File: src/rtl/tick_sched_pkg.sv
// Shared types and defaults for the tick scheduler.
// Arbiter state encoding plus default sizing parameters.
package tick_sched_pkg;

  typedef enum logic {
    ST_IDLE  = 1'b0,
    ST_OFFER = 1'b1
  } arb_st_e;

  localparam int DEF_PRESCALE = 10;
  localparam int DEF_N_CH     = 4;
  localparam int DEF_PW       = 8;

endpackage

File: src/rtl/tick_sched_prescaler.sv
// Prescaler: divides mclk into a registered one-cycle tick.
// Ports: mclk, rst (async, active-low), en (run), tick (out).
module tick_prescaler
  import tick_sched_pkg::*;
#(
  parameter int PRESCALE = DEF_PRESCALE
) (
  input  logic mclk,
  input  logic rst,
  input  logic en,
  output logic tick
);

  localparam int CW = (PRESCALE > 1) ? $clog2(PRESCALE) : 1;
  localparam logic [CW-1:0] LAST = CW'(PRESCALE - 1);
  localparam logic [CW-1:0] ONE  = CW'(1);

  logic [CW-1:0] cnt_q, cnt_d;
  logic          tick_q, tick_d;

  always_comb begin
    cnt_d  = cnt_q;
    tick_d = 1'b0;
    if (en) begin
      if (cnt_q == LAST) begin
        cnt_d  = '0;
        tick_d = 1'b1;
      end else begin
        cnt_d = cnt_q + ONE;
      end
    end
  end

  always_ff @(posedge mclk or negedge rst) begin
    if (!rst) begin
      cnt_q  <= '0;
      tick_q <= 1'b0;
    end else begin
      cnt_q  <= cnt_d;
      tick_q <= tick_d;
    end
  end

  assign tick = tick_q;

endmodule

File: src/rtl/tick_sched.sv
// Multi-channel periodic event scheduler with round-robin hand-off.
// Ports: mclk/rst/en, tick, cfg_* config handshake, evt_* event handshake, overrun.
module tick_sched
  import tick_sched_pkg::*;
#(
  parameter int PRESCALE = DEF_PRESCALE,
  parameter int N_CH     = DEF_N_CH,
  parameter int CHW      = 2,
  parameter int PW       = DEF_PW
) (
  input  logic            mclk,
  input  logic            rst,
  input  logic            en,
  output logic            tick,
  input  logic            cfg_valid,
  output logic            cfg_ready,
  input  logic [CHW-1:0]  cfg_ch,
  input  logic [PW-1:0]   cfg_period,
  input  logic            cfg_enable,
  output logic            evt_valid,
  output logic [CHW-1:0]  evt_ch,
  input  logic            evt_ready,
  output logic [N_CH-1:0] overrun
);

  localparam logic [PW-1:0]  P_ONE = PW'(1);
  localparam logic [CHW-1:0] C_ONE = CHW'(1);

  logic [PW-1:0]   period_q [N_CH];
  logic [PW-1:0]   period_d [N_CH];
  logic [PW-1:0]   cnt_q    [N_CH];
  logic [PW-1:0]   cnt_d    [N_CH];
  logic [N_CH-1:0] chen_q, chen_d;
  logic [N_CH-1:0] pend_q, pend_d;
  logic [N_CH-1:0] ovr_q, ovr_d;
  logic [CHW-1:0]  rr_q, rr_d;
  logic [CHW-1:0]  evt_ch_q, evt_ch_d;
  arb_st_e         st_q, st_d;

  logic            cfg_xfer;
  logic            acc;
  logic [N_CH-1:0] cfg_hit;
  logic [N_CH-1:0] fire;
  logic [N_CH-1:0] clr;
  logic [N_CH-1:0] avail;
  logic            sel_hit;
  logic [CHW-1:0]  sel_ch;
  logic [CHW-1:0]  idx;

  tick_prescaler #(
    .PRESCALE(PRESCALE)
  ) u_presc (
    .mclk(mclk),
    .rst (rst),
    .en  (en),
    .tick(tick)
  );

  // Config never lands on a tick, so counting and config
  // never collide on the same channel in one cycle.
  assign cfg_ready = !(tick ||
    ((st_q == ST_OFFER) && (cfg_ch == evt_ch_q)));
  assign cfg_xfer  = cfg_valid && cfg_ready;
  assign acc       = (st_q == ST_OFFER) && evt_ready;

  always_comb begin
    cfg_hit = '0;
    fire    = '0;
    clr     = '0;
    for (int c = 0; c < N_CH; c++) begin
      cfg_hit[c] = cfg_xfer && (cfg_ch == CHW'(c));
      fire[c]    = tick && chen_q[c] &&
                   (period_q[c] != '0) && (cnt_q[c] == '0);
      clr[c]     = acc && (evt_ch_q == CHW'(c));
    end
  end

  always_comb begin
    period_d = period_q;
    cnt_d    = cnt_q;
    chen_d   = chen_q;
    pend_d   = pend_q;
    ovr_d    = ovr_q;
    for (int c = 0; c < N_CH; c++) begin
      if (cfg_hit[c]) begin
        period_d[c] = cfg_period;
        chen_d[c]   = cfg_enable;
        cnt_d[c]    = cfg_period - P_ONE;
        pend_d[c]   = 1'b0;
        ovr_d[c]    = 1'b0;
      end else begin
        if (fire[c]) begin
          cnt_d[c] = period_q[c] - P_ONE;
        end else if (tick && chen_q[c] &&
                     (period_q[c] != '0)) begin
          cnt_d[c] = cnt_q[c] - P_ONE;
        end
        // A fire racing an accept keeps pending set
        // and is not a lost event.
        if (fire[c]) begin
          pend_d[c] = 1'b1;
          if (pend_q[c] && !clr[c]) begin
            ovr_d[c] = 1'b1;
          end
        end else if (clr[c]) begin
          pend_d[c] = 1'b0;
        end
      end
    end
  end

  // A channel being reconfigured this cycle loses its
  // pending event, so it must not be picked for offer.
  assign avail = pend_q & ~cfg_hit;

  always_comb begin
    sel_hit = 1'b0;
    sel_ch  = rr_q;
    idx     = '0;
    for (int i = N_CH - 1; i >= 0; i--) begin
      idx = rr_q + CHW'(i);
      if (avail[idx]) begin
        sel_hit = 1'b1;
        sel_ch  = idx;
      end
    end
  end

  always_comb begin
    st_d     = st_q;
    evt_ch_d = evt_ch_q;
    rr_d     = rr_q;
    unique case (st_q)
      ST_IDLE: begin
        if (sel_hit) begin
          st_d     = ST_OFFER;
          evt_ch_d = sel_ch;
        end
      end
      ST_OFFER: begin
        if (evt_ready) begin
          st_d = ST_IDLE;
          rr_d = evt_ch_q + C_ONE;
        end
      end
      default: st_d = ST_IDLE;
    endcase
  end

  always_ff @(posedge mclk or negedge rst) begin
    if (!rst) begin
      for (int c = 0; c < N_CH; c++) begin
        period_q[c] <= '0;
        cnt_q[c]    <= '0;
      end
      chen_q   <= '0;
      pend_q   <= '0;
      ovr_q    <= '0;
      rr_q     <= '0;
      evt_ch_q <= '0;
      st_q     <= ST_IDLE;
    end else begin
      period_q <= period_d;
      cnt_q    <= cnt_d;
      chen_q   <= chen_d;
      pend_q   <= pend_d;
      ovr_q    <= ovr_d;
      rr_q     <= rr_d;
      evt_ch_q <= evt_ch_d;
      st_q     <= st_d;
    end
  end

  assign evt_valid = (st_q == ST_OFFER);
  assign evt_ch    = evt_ch_q;
  assign overrun   = ovr_q;

endmodule
File: config.mk
export PLATFORM = sky130hd
export DESIGN_NAME = tick_sched
export DESIGN_NICKNAME = d
export VERILOG_FILES = /design/src/rtl/tick_sched_pkg.sv /design/src/rtl/tick_sched_prescaler.sv /design/src/rtl/tick_sched.sv
export SDC_FILE = /design/constraint.sdc
export NUM_CORES = 1
export LEC_CHECK = 0
export CAP_MARGIN = 15
export CORE_MARGIN = 1
export CORE_UTILIZATION = 55
export CTS_CLUSTER_SIZE = 12
export DETAILED_ROUTE_END_ITERATION = 16
export GPL_ROUTABILITY_DRIVEN = 1
export PLACE_DENSITY = 0.82
export SLEW_MARGIN = 20
export SYNTH_ARGS = -nofsm -noshare
export SYNTH_HDL_FRONTEND = slang
export SYNTH_SLANG_ARGS = --single-unit
File: constraint.sdc
create_clock -name mclk -period 2.6 [get_ports mclk]
set_clock_uncertainty 0.15 [all_clocks]
set_input_delay 0.39 -clock mclk [delete_from_list [all_inputs] [get_ports mclk]]
set_output_delay 0.39 -clock mclk [all_outputs]
set_load 0.005 [all_outputs]
==> reports/metrics.cfg, run 1 <==
[timing]
grt_setup_unrepaired=true
finalCriticalPeriod_ns=2.57
relSlewSlack=0.593
fmax_mhz=390
tightestPinTransition_ns=0.607
drv_slew=0
hold_viol_final=0
setup_viol=0
fin_crit_sh=0.987
layout_setup_ws_ns=0.0336

[detailed_routing]
viasPerCell=6.35
drtIter0Drc=449
postRouteAntennaNets=0
dr.pass1.iters=5
finalWirelength_um=14300
wire_per_inst_um=18.4
drcViolationCount=0
vias=4957

[die]
start_util=0.572
dieArea_um2=9550
dieHeight_um=97.7
ios=25
die_w_um=97.7
coreArea_um2=8810
rows=34

[synthesis]
synthCells=588
synth_nets=613
synth_cell_types=68
synthesis.area_um2=5040
yosysTopAreaCell=dfrtp_1
synth_top_area_share=0.427
postSynthAreaPerCell_um2=8.57
synth_top_family_by_area=simple AND/OR/NAND/NOR gates
ys_seq_elements=86
synthAdderAreaFrac=0.0223
synth-xor-area-share=0.0243
synth-compound-area-share=0.233
synth.area.top_cells=dfrtp_1 (43%), nand2_1 (9.2%), o21ai_0 (3.1%), a21oi_1 (2.9%), nor2_1 (2.8%)
yosys.area_share.simple=0.239
synth.most_common_cell=nand2_1
synth_warnings=0
yosysSeqAreaShare=0.427
ys_dominant_reg_cell=dfrtp_1
synthMuxAreaShare=0.0146
ys_async_sr_fraction=1.00
synth_edf_count=0
synthTopCellsByCount=nand2_1 (124), dfrtp_1 (86), nor2_1 (38), o21ai_0 (31), a21oi_1 (29)

[placed_design]
io_buffers=24
dp_slack_ns=0.00291
place_hpwl_um=10000
dpl_cell_area_um2=5820
gp_congestion=0.929

[setup_path]
arrival_ns=2.65
crit_fanout=4
reg2reg_setup_slack_ns=0.03
crit_type=flip-flop to flip-flop
crit_path_start_kind=flip-flop
cp-end-kind=flip-flop
ff2ff_path_depth=10
r2r_end=cnt_q[22]$_DFFE_PN0P_
r2r_start=period_q[21]$_DFFE_PN0P_
worstPathRequired_ns=2.68

[clock_network]
h-tree-depth=3
path_clk_slew_ns=0.09
root_buffer=clkbuf_8
cts_buffer_depth=2
cts_sinks=86
cts_buffers=9
clk_latency_ns=0.37
cts_tree=done

[final_layout]
area_delta_synth_final_pct=21.1
diodes=0
fin_area_um2=6100
fillers=655
drive_gt1_frac=0.178
utilization=0.693
fin_nets=694

[power_and_ir_drop]
irDropWorstVdd_uv=696
power_density_nw_per_um2=854
p_leak_nw=2.65
power_mw=5.21

[run_status]
outcome=completed

[grt]
grt-ovfl-total=0
grt_pass1_wl_um=22900
antenna_found_initial=0
grtUsageTotal=0.304
grt_pass1_vias=4571
grt_start_max_net_pins=51

[hold_path]
holdPathEnd=overrun[3]$_DFFE_PN0P_
hold_start=overrun[3]$_DFFE_PN0P_
worstHoldPathType=flip-flop to flip-flop
worstHoldPathCells=1

[flow_run]
max-cap-violations=0

through the flow:
step / setup TNS, ns / cells / hold WS (ns)
2_1_floorplan: -0.0307 / 588 / -0.0556
6_report: 0 / 781 / 0.346
3_3_place_gp: 0 / 757 / 0.242
4_1_cts: 0 / 774 / 0.340
3_5_place_dp: 0 / 757 / 0.246
5_1_grt: -0.229 / 781 / 0.357
sequential cells by signal (all words and copies together), names as in the netlist:
name / count
chen_q: 4
rr_q: 2
u_presc.tick: 1
cnt_q: 32
u_presc.cnt_q: 4
evt_ch: 2
pend_q: 4
period_q: 32
evt_valid: 1
overrun: 4
power breakdown:
group / internal (mW) / total, mW / switching (mW) / leakage [nW]
Sequential: 1.78 / 2.37 / 0.585 / 1.06
Combinational: 0.978 / 2.01 / 1.04 / 1.52
Clock: 0.340 / 0.831 / 0.491 / 0.0752
cell usage in the layout (no fill, tap or decap), types with 4 or more instances in the layout:
master | netlist | final
a211oi_1 | 7 | 7
a21o_1 | 6 | 6
a21oi_1 | 29 | 28
a22oi_1 | 7 | 7
a2bb2oi_1 | 4 | 4
a31oi_1 | 14 | 13
and3_1 | 4 | 4
buf_4 | 3 | 74
clkbuf_8 | 0 | 9
clkdlybuf4s50_1 | 0 | 23
dfrtp_1 | 86 | 86
ha_1 | 9 | 7
inv_1 | 18 | 17
mux2i_1 | 4 | 4
nand2_1 | 124 | 124
nand3_1 | 14 | 14
nor2_1 | 38 | 37
nor2b_1 | 5 | 5
nor3_1 | 21 | 20
nor3b_1 | 7 | 6
nor4_1 | 9 | 6
o211ai_1 | 7 | 7
o21a_1 | 5 | 5
o21ai_0 | 31 | 30
o221ai_1 | 9 | 9
o22ai_1 | 7 | 7
o311ai_1 | 3 | 4
o41ai_1 | 4 | 4
or3_1 | 5 | 5
or4_1 | 9 | 6
xnor2_1 | 7 | 7
xor2_1 | 7 | 7
critical path: stages (launching register included):
cell and delay (ns):
dfrtp_1 0.39, or4_4 0.55, o211ai_2 0.23, nor2_2 0.09
a21oi_1 0.15, ha_2 0.21, nor3b_4 0.23, nand2_1 0.07
o211ai_1 0.15, a211o_1 0.14, o211ai_1 0.07
cells by family after synthesis:
family,count (synthesis)
mux,7
fa+ha+maj,9
buf+inv,47
flops,86
simple gates,256
xor+xnor,14
compound gates,169
worst max path at each step:
stage                             start                     to  cells past startpoint
4_1_cts           cnt_q[11]$_DFFE_PN0P_  cnt_q[10]$_DFFE_PN0P_                      8
6_report       period_q[21]$_DFFE_PN0P_  cnt_q[22]$_DFFE_PN0P_                     10
3_3_place_gp   period_q[19]$_DFFE_PN0P_  cnt_q[22]$_DFFE_PN0P_                      9
2_1_floorplan  period_q[19]$_DFFE_PN0P_  cnt_q[22]$_DFFE_PN0P_                      9
3_5_place_dp   period_q[19]$_DFFE_PN0P_  cnt_q[22]$_DFFE_PN0P_                      9
5_1_grt        period_q[11]$_DFFE_PN0P_  cnt_q[12]$_DFFE_PN0P_                      8
routing by layer:
layer | global-route usage | part of all wire
met3 | 0.0458 | 0.082
met1 | 0.425 | 0.43
met4 | 0.0991 | 0.028
met5 | 0 | 0
met2 | 0.488 | 0.46
area by class of cell:
| cell class | count | area (um2) | area share |
|---|---|---|---|
| clock inverter | 4 | 25.0 | 0.00410 |
| inverter | 18 | 67.6 | 0.0111 |
| tap | 108 | 135 | 0.0221 |
| multi-input combinational | 455 | 2780 | 0.455 |
| sequential | 86 | 2150 | 0.353 |
| clock buffer | 11 | 131 | 0.0215 |
| timing repair buffer | 99 | 816 | 0.134 |
what timing repair did:
action / CTS / global route
setup endpoints to repair: 2 / 8
buffers inserted: 1 / 7
hold buffers: 1 / 0
hold endpoints to repair: 36 / 0
pin swaps: 0 / 9
resized for setup: 2 / 14
Power figures use the tool's default switching activity.
==> inputs of run 2 (changes only) <==
CTS_CLUSTER_SIZE = unset   (was 12)
==> results of run 2 <==
Same layout as run 1: the final DEF is identical, and so are final timing and power.
